File: src/rtl/envelope_follower.sv
// Per-band envelope detector: rectify, asymmetric one-pole smoothing,
// decimated output stream for the carrier-band gain stage.
module envelope_follower #(
    parameter int unsigned SHIFT   = 20,
    parameter int unsigned ATTACK  = 1 << 19,
    parameter int unsigned RELEASE = 1 << 16,
    parameter int unsigned DECIM   = 4
) (
    input  logic        clk_in,
    input  logic        rst_in,
    input  logic        valid_in,
    input  logic [31:0] sample_in,
    output logic        ready_out,
    output logic [31:0] env_out,
    output logic        valid_out,
    output logic        drop_out
);

    typedef enum logic [1:0] {IDLE, ABS, MUL, UPD} state_t;

    localparam logic [31:0]        MAX_POS    = 32'h7fff_ffff;
    localparam logic signed [64:0] MAX_POS65  = 65'sh0_7fff_ffff;
    localparam logic [31:0]        ATT_C      = 32'(ATTACK);
    localparam logic [31:0]        REL_C      = 32'(RELEASE);
    localparam logic [15:0]        DECIM_LAST = 16'(DECIM - 1);

    state_t state_q, state_d;

    logic signed [31:0] x_q;
    logic        [31:0] a_d;
    logic signed [32:0] diff_q;
    logic        [31:0] coeff_q;
    logic signed [64:0] diff_x, coeff_x;
    logic signed [64:0] prod_d, prod_q;
    logic signed [64:0] prod_sh, env_x, sum_d;
    logic        [31:0] env_q, env_d;
    logic        [15:0] decim_cnt_q;

    assign ready_out = (state_q == IDLE) && !rst_in;

    always_ff @(posedge clk_in) begin
        if (rst_in) state_q <= IDLE;
        else        state_q <= state_d;
    end

    always_comb begin
        state_d = state_q;
        unique case (state_q)
            IDLE: if (valid_in) state_d = ABS;
            ABS:  state_d = MUL;
            MUL:  state_d = UPD;
            UPD:  state_d = IDLE;
            default: state_d = IDLE;
        endcase
    end

    // -2^31 has no positive twin in 32 bits, so it saturates
    always_comb begin
        if (x_q == 32'sh8000_0000) a_d = MAX_POS;
        else if (x_q < 0)          a_d = -x_q;
        else                       a_d = x_q;
    end

    assign diff_x  = {{32{diff_q[32]}}, diff_q};
    assign coeff_x = {33'b0, coeff_q};
    assign prod_d  = diff_x * coeff_x;
    assign prod_sh = prod_q >>> SHIFT;
    assign env_x   = {33'b0, env_q};
    assign sum_d   = env_x + prod_sh;

    always_comb begin
        if (sum_d < 0)              env_d = '0;
        else if (sum_d > MAX_POS65) env_d = MAX_POS;
        else                        env_d = sum_d[31:0];
    end

    always_ff @(posedge clk_in) begin
        if (rst_in) begin
            x_q         <= '0;
            diff_q      <= '0;
            coeff_q     <= '0;
            prod_q      <= '0;
            env_q       <= '0;
            env_out     <= '0;
            valid_out   <= 1'b0;
            drop_out    <= 1'b0;
            decim_cnt_q <= '0;
        end else begin
            valid_out <= 1'b0;
            if (valid_in && !ready_out) drop_out <= 1'b1;
            unique case (state_q)
                IDLE: if (valid_in) x_q <= sample_in;
                ABS: begin
                    diff_q  <= {1'b0, a_d} - {1'b0, env_q};
                    coeff_q <= (a_d > env_q) ? ATT_C : REL_C;
                end
                MUL: prod_q <= prod_d;
                UPD: begin
                    env_q <= env_d;
                    if (decim_cnt_q == DECIM_LAST) begin
                        env_out     <= env_d;
                        valid_out   <= 1'b1;
                        decim_cnt_q <= '0;
                    end else begin
                        decim_cnt_q <= decim_cnt_q + 16'd1;
                    end
                end
                default: ;
            endcase
        end
    end

endmodule
File: config.mk
export PLATFORM = sky130hd
export DESIGN_NAME = envelope_follower
export DESIGN_NICKNAME = d
export VERILOG_FILES = /design/src/rtl/envelope_follower.sv
export SDC_FILE = /design/constraint.sdc
export NUM_CORES = 1
export LEC_CHECK = 0
export ABC_CLOCK_PERIOD_IN_PS = 6060
export BUFFER_PORTS_ARGS = -buffer_cell sky130_fd_sc_hd__buf_2
export CORE_MARGIN = 2
export CORE_UTILIZATION = 25
export CTS_CLUSTER_SIZE = 10
export DETAILED_ROUTE_END_ITERATION = 6
export PLACE_DENSITY = 0.39
export SLEW_MARGIN = 40
export SYNTH_ARGS = -nofsm -noshare
export SYNTH_HDL_FRONTEND = slang
export SYNTH_SLANG_ARGS = --single-unit
File: constraint.sdc
create_clock -name clk_in -period 6.06 [get_ports clk_in]
set_input_delay 0 -clock clk_in [delete_from_list [all_inputs] [get_ports clk_in]]
set_output_delay 0 -clock clk_in [all_outputs]
set_load 0.01 [all_outputs]
==> flow_summary.ini <==
[synthesis]
syn_area_um2 = 15600
synth_edf_count = 0
seq_area_frac_synth_pct = 25.2
async_flop_share_pct = 0
yosysWarnings = 0
synth.avg_cell_area_um2 = 8.06
synth.distinct_cells = 74
syn_nets = 2204
syn_inst = 1932
synth-seq-cells = 196
ys.flop_type = dfxtp_1

[sta]
timing.final.ws_setup_ns = 0.408
fmax_mhz = 177
setup_viol = 0
relSlewSlack_pct = 41.1
setup_tns_ns = 0
whs_ns = 0.273
rsz0062_at_grt = false
finalHoldViolations = 0
fin_crit_sh_pct = 93.3
clock-skew-final_ns = 0.0205
worst_slew_pin_slew_ns = 0.882
finalCriticalPeriod_ns = 5.65
slew_violations = 0

[setup_path]
crit_type = reg2reg
crit_fanout = 12
worstSetupPathDepth = 17
cp.required_ns = 6.43
cp_top_family = simple AND/OR/NAND/NOR gates
setup.worst_path.start_class = register
crit_buf_inv = 0
endpoint_kind = register
cp_slowest_cell = or4_4
max_stage_delay_ns = 0.54
cp_cell_sequence = or3_4 -> or3_4 -> or3_1 -> or3_1 -> or4_4 -> or2_4 -> o211ai_1 -> ha_1 -> nor2b_1 -> o31a_1 -> o21ai_0 -> a21oi_1 -> o2111ai_2 -> a21oi_1 -> o31a_1 -> or4_1 -> o311ai_0
reg2reg_depth = 17
arrival_ns = 6.03

[hold_path]
holdPathStages = 4
hold_class = in2reg

[grt]
antenna_found_initial = 0
track_usage_pct = 14.9
grt-ovfl-total = 0
grt_max_degree = 86
first_global_vias = 13244
grt_pass1_wl_mm = 74.2

[clock_tree]
clk_pin_slew_worst_paths_ns = 0.08
cts_tree = done
cts_made_buffers = 17
cts_root_buf = clkbuf_16
cts_sinks = 196
cts_buffer_depth = 2
cts_setup_buffers = 0
insertion_delay_ns = 0.50
h-tree-depth = 4

[placed_design]
gp_congestion = 0.854
place_area_um2 = 16700
hpwl_mm = 37.3
io_buffers = 69
dp_slack_ns = 0.228

[routing]
via_per_inst = 4.94
routed_wirelength_mm = 47.4
drc = 0
vias = 13955
antenna_left = 0
first_pass_iters = 7
drtIter0Drc = 758
post_drt_wl_per_cell_um = 16.8

[layout]
fin_nets = 2248
final_cell_mix = ha_1, nand2_1, dfxtp_1, o21ai_0, a21oi_1
antenna_cells = 0
mostFrequentLayoutCell = ha_1
fillers = 6742
area.growth.synth_to_final_pct = 13.6
design_area_um2 = 17700
drive_gt1_share_pct = 7.64

[floorplan]
ioPinCount = 70
fp.dieW_um = 254
row_count = 91
dieArea_um2 = 64300
design.core.area_um2 = 61600
die_height_um = 254
initial_utilization_pct = 25.3

[outcome]
status = finished clean

[flow_run]
drv_cap = 0

[power]
power_mw = 6.07
power.leakage_nw = 8.07
power_density_nw_per_um2 = 343
ir_drop_v = 0.000263
-- worst paths after layout --
| check | start | to | slack (ns) |
|---|---|---|---|
| setup / recovery | x_q[15] | diff_q[31] | 0.41 |
| hold reg to reg | x_q[1] | x_q[1] | 0.47 |
| setup reg to reg | x_q[15] | diff_q[31] | 0.41 |
| hold / removal | sample_in[23] | x_q[23] | 0.27 |
-- cells in the mapped netlist (19+ instances only) --
library cell  count  area share [%]
dfxtp_1         196              25
a22oi_1          54             2.6
nand3_1          32             1.0
and3_1           19            0.76
xor2_1           64             3.6
nor3_1           22            0.71
o21ai_0         141             4.5
a211oi_1         21             1.0
xnor2_1          53             3.0
nor2_1          138             3.3
clkbuf_1         84             2.0
nand2_1         202             4.9
or3_1            21            0.84
and2_1           68             2.7
a21o_1           46             2.2
nand4_1          30             1.2
mux2i_1          46             3.0
a21oi_1         142             4.6
ha_1            233              19
inv_1            76             1.8
-- cells by family (layout without fill, tap and decap cells) --
logic type	after synthesis	count (layout)	synth area share, %
buffers and inverters	173	230	4.39
muxes	47	47	3.03
xor gates and xnor gates	117	117	6.58
DFF	196	196	25.2
AOI/OAI and AO/OA	556	556	22.6
adders and majority gates	237	237	19.2
and+or+nand+nor	606	606	18.9
-- what timing repair did --
| action | CTS | global route |
|---|---|---|
| setup endpoints to repair | 0 | 7 |
| gates resized for setup | 0 | 4 |
| hold buffers | 34 | 0 |
| hold endpoints to repair | 66 | 0 |
-- worst min-delay path, delay by kind of cell --
family                 cells  cell delay, ns
AOI/OAI and AO/OA          1            0.05
buffers and inverters      2            0.65
and+or+nand+nor            1            0.04
-- stage by stage --
step	utilization, %	std cells
after floorplan	-	1932
after global placement	27.2	2760
after detailed placement	27.2	2760
after CTS	28.7	2826
after global routing	28.7	2826
final	28.7	2826
-- layer usage --
layer  vias up  track usage [%]  wire, µm
met1      6660             19.4     22300
met4         0             3.60       581
li1       7084                -         -
met3        36             2.46      1380
met2       175             25.6     23100
met5         -                0         0
-- flip-flops by register name (all words and copies together) (netlist names) --
| register | count |
|---|---|
| diff_q | 33 |
| env_q | 32 |
| drop_out | 1 |
| state_q | 2 |
| prod_q | 45 |
| valid_out | 1 |
| env_out | 32 |
| coeff_q | 2 |
| x_q | 32 |
| decim_cnt_q | 16 |
-- where the power goes --
part / total [mW] / switching [mW] / internal, mW / leakage (nW)
Combinational: 3.19 / 1.98 / 1.22 / 6.20
Clock: 1.20 / 0.611 / 0.584 / 0.281
Sequential: 1.68 / 0.202 / 1.48 / 1.59
Total: 6.07 / 2.79 / 3.28 / 8.07
-- final cells by class --
cell class | count | area, µm² | area share (%)
multi-input combinational | 1563 | 11000 | 62.3
sequential | 196 | 3930 | 22.2
tap | 837 | 1050 | 5.92
timing repair buffer | 121 | 827 | 4.67
clock buffer | 17 | 425 | 2.40
inverter | 77 | 289 | 1.63
clock inverter | 15 | 163 | 0.919
Note: power is estimated with default switching activity, not from simulation.
